[config.mk]
export PLATFORM = sky130hd
export DESIGN_NAME = avg_filter_sched
export DESIGN_NICKNAME = d
export VERILOG_FILES = /design/src/rtl/avg_sched_pkg.sv /design/src/rtl/edge_det_sync.sv /design/src/rtl/avg_filter_sched.sv
export SDC_FILE = /design/constraint.sdc
export NUM_CORES = 1
export LEC_CHECK = 0
export ABC_AREA = 1
export BUFFER_PORTS_ARGS = -buffer_cell sky130_fd_sc_hd__buf_2
export CAP_MARGIN = 20
export CORE_UTILIZATION = 45
export CTS_CLUSTER_DIAMETER = 60
export DETAILED_ROUTE_END_ITERATION = 7
export GPL_TIMING_DRIVEN = 1
export PLACE_DENSITY = 0.75
export SYNTH_ARGS = -nofsm -noshare
export SYNTH_HDL_FRONTEND = slang
export SYNTH_SLANG_ARGS = --single-unit
[constraint.sdc]
create_clock -name clk -period 1.9 [get_ports clk]
set_input_delay 0.38 -clock clk [delete_from_list [all_inputs] [get_ports clk]]
set_output_delay 0.38 -clock clk [all_outputs]
set_load 0.01 [all_outputs]
[src/rtl/avg_sched_pkg.sv]
// Shared types and default widths for the dual-ROM averaging sequencer.
package avg_sched_pkg;
    localparam int ADDR_W_DEF = 4;
    localparam int DATA_W_DEF = 8;
    localparam int THRESH_DEF = 15;

    typedef enum logic [1:0] {
        IDLE  = 2'd0,
        FETCH = 2'd1,
        EVAL  = 2'd2,
        SHOW  = 2'd3
    } state_t;
endpackage

[src/rtl/edge_det_sync.sv]
// Registered rising-edge detector for a level input already in the clk domain.
module edge_det_sync (
    input  logic clk,
    input  logic clr,
    input  logic din,
    output logic rise
);
    logic din_q;
    logic din_d;

    assign din_d = din;
    assign rise  = din & ~din_q;

    always_ff @(posedge clk) begin
        if (clr) din_q <= 1'b0;
        else     din_q <= din_d;
    end
endmodule

[src/rtl/avg_filter_sched.sv]
// Scans both ROMs, stores rounded averages above THRESH compactly in RAM,
// then steps the RAM read address through the stored entries on each tick.
module avg_filter_sched
    import avg_sched_pkg::*;
#(
    parameter int ADDR_W = ADDR_W_DEF,
    parameter int DATA_W = DATA_W_DEF,
    parameter int THRESH = THRESH_DEF
) (
    input  logic              clk,
    input  logic              clr,
    input  logic              btn,
    input  logic              tick,
    input  logic [DATA_W-1:0] rom_a,
    input  logic [DATA_W-1:0] rom_b,
    output logic [ADDR_W-1:0] rom_addr,
    output logic [ADDR_W-1:0] ram_addr,
    output logic              ram_we,
    output logic [DATA_W-1:0] ram_wdata,
    output logic [ADDR_W:0]   stored_cnt,
    output logic              busy,
    output logic              done
);
    localparam logic [DATA_W-1:0] THR = DATA_W'(THRESH);

    state_t            state_q, state_d;
    logic [ADDR_W-1:0] rd_ptr_q, rd_ptr_d;
    logic [ADDR_W-1:0] wr_ptr_q, wr_ptr_d;
    logic [ADDR_W-1:0] disp_idx_q, disp_idx_d;
    logic [ADDR_W:0]   cnt_q, cnt_d;
    logic [DATA_W-1:0] avg_q, avg_d;
    logic              busy_q, busy_d;
    logic              done_q, done_d;

    logic              start;
    logic [DATA_W:0]   sum_w;
    logic              pass_w;
    logic              disp_last_w;

    edge_det_sync u_btn_edge (
        .clk  (clk),
        .clr  (clr),
        .din  (btn),
        .rise (start)
    );

    // One extra bit keeps the carry of a+b+1 before halving.
    assign sum_w       = {1'b0, rom_a} + {1'b0, rom_b} + {{DATA_W{1'b0}}, 1'b1};
    assign pass_w      = avg_q > THR;
    assign disp_last_w = {1'b0, disp_idx_q} == (cnt_q - 1'b1);

    always_comb begin
        state_d    = state_q;
        rd_ptr_d   = rd_ptr_q;
        wr_ptr_d   = wr_ptr_q;
        disp_idx_d = disp_idx_q;
        cnt_d      = cnt_q;
        avg_d      = avg_q;
        case (state_q)
            IDLE, SHOW: begin
                if (start) begin
                    rd_ptr_d   = '0;
                    wr_ptr_d   = '0;
                    disp_idx_d = '0;
                    cnt_d      = '0;
                    state_d    = FETCH;
                end else if (state_q == SHOW && tick && cnt_q != '0) begin
                    disp_idx_d = disp_last_w ? '0 : disp_idx_q + 1'b1;
                end
            end
            FETCH: begin
                avg_d   = DATA_W'(sum_w >> 1);
                state_d = EVAL;
            end
            EVAL: begin
                if (pass_w) begin
                    wr_ptr_d = wr_ptr_q + 1'b1;
                    cnt_d    = cnt_q + 1'b1;
                end
                if (rd_ptr_q == {ADDR_W{1'b1}}) begin
                    disp_idx_d = '0;
                    state_d    = SHOW;
                end else begin
                    rd_ptr_d = rd_ptr_q + 1'b1;
                    state_d  = FETCH;
                end
            end
            default: state_d = IDLE;
        endcase
        busy_d = (state_d == FETCH) || (state_d == EVAL);
        done_d = (state_d == SHOW);
    end

    always_ff @(posedge clk) begin
        if (clr) begin
            state_q    <= IDLE;
            rd_ptr_q   <= '0;
            wr_ptr_q   <= '0;
            disp_idx_q <= '0;
            cnt_q      <= '0;
            avg_q      <= '0;
            busy_q     <= 1'b0;
            done_q     <= 1'b0;
        end else begin
            state_q    <= state_d;
            rd_ptr_q   <= rd_ptr_d;
            wr_ptr_q   <= wr_ptr_d;
            disp_idx_q <= disp_idx_d;
            cnt_q      <= cnt_d;
            avg_q      <= avg_d;
            busy_q     <= busy_d;
            done_q     <= done_d;
        end
    end

    // The write is suppressed in a clr cycle so a mid-scan reset leaves RAM alone.
    assign ram_we     = (state_q == EVAL) && pass_w && !clr;
    assign ram_addr   = (state_q == EVAL) ? wr_ptr_q : disp_idx_q;
    assign rom_addr   = rd_ptr_q;
    assign ram_wdata  = avg_q;
    assign stored_cnt = cnt_q;
    assign busy       = busy_q;
    assign done       = done_q;
endmodule
==> impl_metrics.ini <==
[sta]
slew_headroom = 0.7354
holdWs_ns = 0.3587
rsz0062_at_grt = no
fin_setup_tns_ns = 0
fin_skew_ns = 0.006754
period_minus_slack_ns = 1.786
tightest_slew_ns = 0.3968
max_clock_freq_ghz = 0.5600
hold_viol_final = 0
finalMaxSlewViolations = 0
setup_violations = 0
period_share = 0.9398

[setup_path]
end_kind = output pin
cp.arrival_ns = 1.41
crit_path_cell_trace = inv_1 -> ha_4 -> buf_4 -> nand2_1 -> o21ai_0 -> buf_2
cp-start-kind = flop
crit_type = flop to output pin
slowest_delay_ns = 0.36
worst_path_max_delay_cell = dfxtp_1
cp_max_fo = 8
required_ns = 1.52

[floorplan]
die_w_um = 68.74
core_mm2 = 0.004144
num_rows = 23
dieArea_mm2 = 0.004725
start_util = 0.4837
die_h_um = 68.74
io_pins = 44

[finish]
n_antenna_cell = 0
final_net_count = 384
seqCellArea_um2 = 600.6
multi_input_area_mm2 = 0.001207
drive_gt1_frac = 0.2213
fillCellCount = 416
area_growth_pct = 20.54

[pwr]
p_int_mw = 1.632
seqPwrFrac = 0.317
netSwitchingPower_mw = 1.115
power.share.clock = 0.218
swShare = 0.4059
p_comb_frac = 0.465
powerDensity_mw_per_mm2 = 1137
ir_worst_vdd_mv = 0.5337
p_leak_nw = 1.235

[clocking]
cts.htree.levels = 2
postCtsSetupBuffers = 0
clk-insertion-delay-late_ns = 0.28
clk_pin_slew_ns = 0.06
cts_root_buf = clkbuf_8
clockBufferDepth = 2
cts.sinks = 30
cts-buffers-inserted = 5
cts_tree = yes

[detailed_routing]
wl_um = 4481
drt_iter0_drc = 98
drt-pass1-iter-count = 4
vias_per_cell = 4.899
num_vias = 1950
antenna_left = 0
drc_errors = 0
post_drt_wl_per_cell_um = 11.26

[yosys]
netlist_area_mm2 = 0.002004
synthAdderAreaFrac = 0.1099
syn_area_per_cell_um2 = 6.749
yosysSeqAreaShare = 0.2996
synth-seq-cells = 30
synth_cell_type_count = 34
synth_xor_area_frac = 0.03059
synthMuxAreaShare = 0
synth_compound_area_frac = 0.1323
yosys_warnings = 0
syn_inst = 297
synthSimpleGateAreaFrac = 0.3233
syn_nets = 334
synth_top_family_by_area = simple AND/OR/NAND/NOR gates

[global_route]
busiest_layer = met2
grt_use_met1 = 0.2383
met3_usage = 0.04934
track_usage = 0.2135
met2_usage = 0.3909
grt-ovfl-total = 0
antenna_found_initial = 0
grt_pass1_wl_um = 7465
grt_max_degree = 12
grt_pass1_vias = 1797

[placement]
portBuffers = 43
gp_congestion = 0.8543
dp_hpwl_um = 3539

[job]
max_cap_viol_count = 0

[worst_hold_path]
holdCritPathClass = input pin to flop

[run_status]
status = complete, no violations
worst max-delay path, delay by kind of cell (launching register included):
kind                       cells  cell delay [ns]
and+or+nand+nor                1             0.09
buffers and inverters          3             0.40
DFF                            1             0.36
AOI/OAI and AO/OA              1             0.07
adders and majority gates      1             0.20
cells by family (layout without fill, tap and decap cells):
family          Yosys count  in the layout
simple gates            146            146
fa+ha+maj                17             17
compound gates           44             44
xor+xnor                  7              7
flops                    30             30
buf+inv                  53            104
power by group through the flow:
| stage | Clock [mW] | Combinational, mW | Sequential, mW |
|---|---|---|---|
| global placement | 0 | 1.23 | 0.880 |
| finish | 0.599 | 1.28 | 0.871 |
| global route | 0.630 | 1.48 | 0.890 |
| detailed placement | 0 | 1.26 | 0.881 |
| CTS | 0.610 | 1.27 | 0.871 |
| floorplan | 0 | 0.894 | 0.909 |
timing repair:
item,4_1_cts,5_1_grt
endpoints found under the setup margin,3,4
hold buffers,0,0
resized for setup,2,2
synth_stat cells:
| cell type | number | area (um^2) |
|---|---|---|
| xnor2_1 | 1 | 8.760 |
| o22ai_1 | 1 | 6.260 |
| a211oi_2 | 4 | 50.05 |
| nor2_4 | 3 | 33.78 |
| o21ai_1 | 2 | 10.01 |
| nor2_2 | 1 | 6.260 |
| and2_1 | 1 | 6.260 |
| a21oi_1 | 20 | 100.1 |
| nor3_1 | 2 | 10.01 |
| o21ai_0 | 12 | 60.06 |
| clkbuf_1 | 1 | 3.750 |
| fa_1 | 1 | 20.02 |
| a21o_1 | 1 | 7.510 |
| xor2_1 | 6 | 52.55 |
| nor3_2 | 1 | 10.01 |
| nand2_1 | 67 | 251.5 |
| o21ai_2 | 1 | 8.760 |
| inv_2 | 4 | 15.01 |
| and3_1 | 1 | 6.260 |
| nand2_2 | 2 | 12.51 |
| nand4_1 | 3 | 18.77 |
| o211ai_1 | 1 | 7.510 |
| buf_2 | 2 | 10.01 |
| nor2_1 | 39 | 146.4 |
| inv_1 | 44 | 165.2 |
| a21oi_2 | 1 | 8.760 |
| dfxtp_1 | 30 | 600.6 |
| nor3b_2 | 2 | 25.02 |
| ha_1 | 16 | 200.2 |
| nand3_1 | 23 | 115.1 |
| a31oi_1 | 1 | 6.260 |
| buf_1 | 1 | 3.750 |
| buf_6 | 1 | 11.26 |
| or2_2 | 1 | 6.260 |
placed cells by master, fill, tap and decap left out, types with 2 or more instances in the layout:
cell type	count
a211oi_2	4
a21oi_1	20
buf_2	43
buf_4	5
clkbuf_8	8
dfxtp_1	30
ha_1	15
inv_1	44
inv_2	3
nand2_1	67
nand2_2	2
nand3_1	23
nand4_1	3
nor2_1	39
nor2_4	3
nor3_1	2
nor3b_2	2
o21ai_0	11
o21ai_1	3
xor2_1	6
metrics by stage:
stage	cells	total power [mW]	utilization	worst slack [ns]	cell area, um^2
3_3_place_gp	390	2.113	0.5528	0.2169	2291
6_report	398	2.748	0.5830	0.1144	2416
5_1_grt	398	3.001	0.5830	0.006004	2416
3_5_place_dp	390	2.137	0.5528	0.1592	2291
2_1_floorplan	297	1.803	-	0.3706	2004
4_1_cts	398	2.749	0.5800	0.02701	2404
state kept, by name, summed over array words and instances, names as in the netlist:
name,count
busy,1
disp_idx_q,4
done,1
ram_wdata,8
rom_addr,4
state_q,2
stored_cnt,5
u_btn_edge.din_q,1
wr_ptr_q,4
layer usage:
metal,vias up,part of all wire
li1,1040,-
met3,8,0.041
met4,0,0.013
met1,860,0.46
met2,42,0.49
met5,-,0
layout make-up:
| type | count | area share |
|---|---|---|
| clock buffer | 8 | 0.04557 |
| tap | 50 | 0.02589 |
| inverter | 48 | 0.07561 |
| sequential | 30 | 0.2486 |
| multi-input combinational | 214 | 0.4997 |
| timing repair buffer | 48 | 0.1046 |
worst paths after layout:
path,from,endpoint,slack (ns),cells past startpoint
hold reg to reg,rom_addr[0],rom_addr[0],0.50,2
setup reg to reg,state_q[0],wr_ptr_q[3],0.23,9
setup / recovery,state_q[0],ram_addr[2],0.11,6
hold / removal,btn,u_btn_edge.din_q,0.36,3
(Power assumes the default switching activity.)
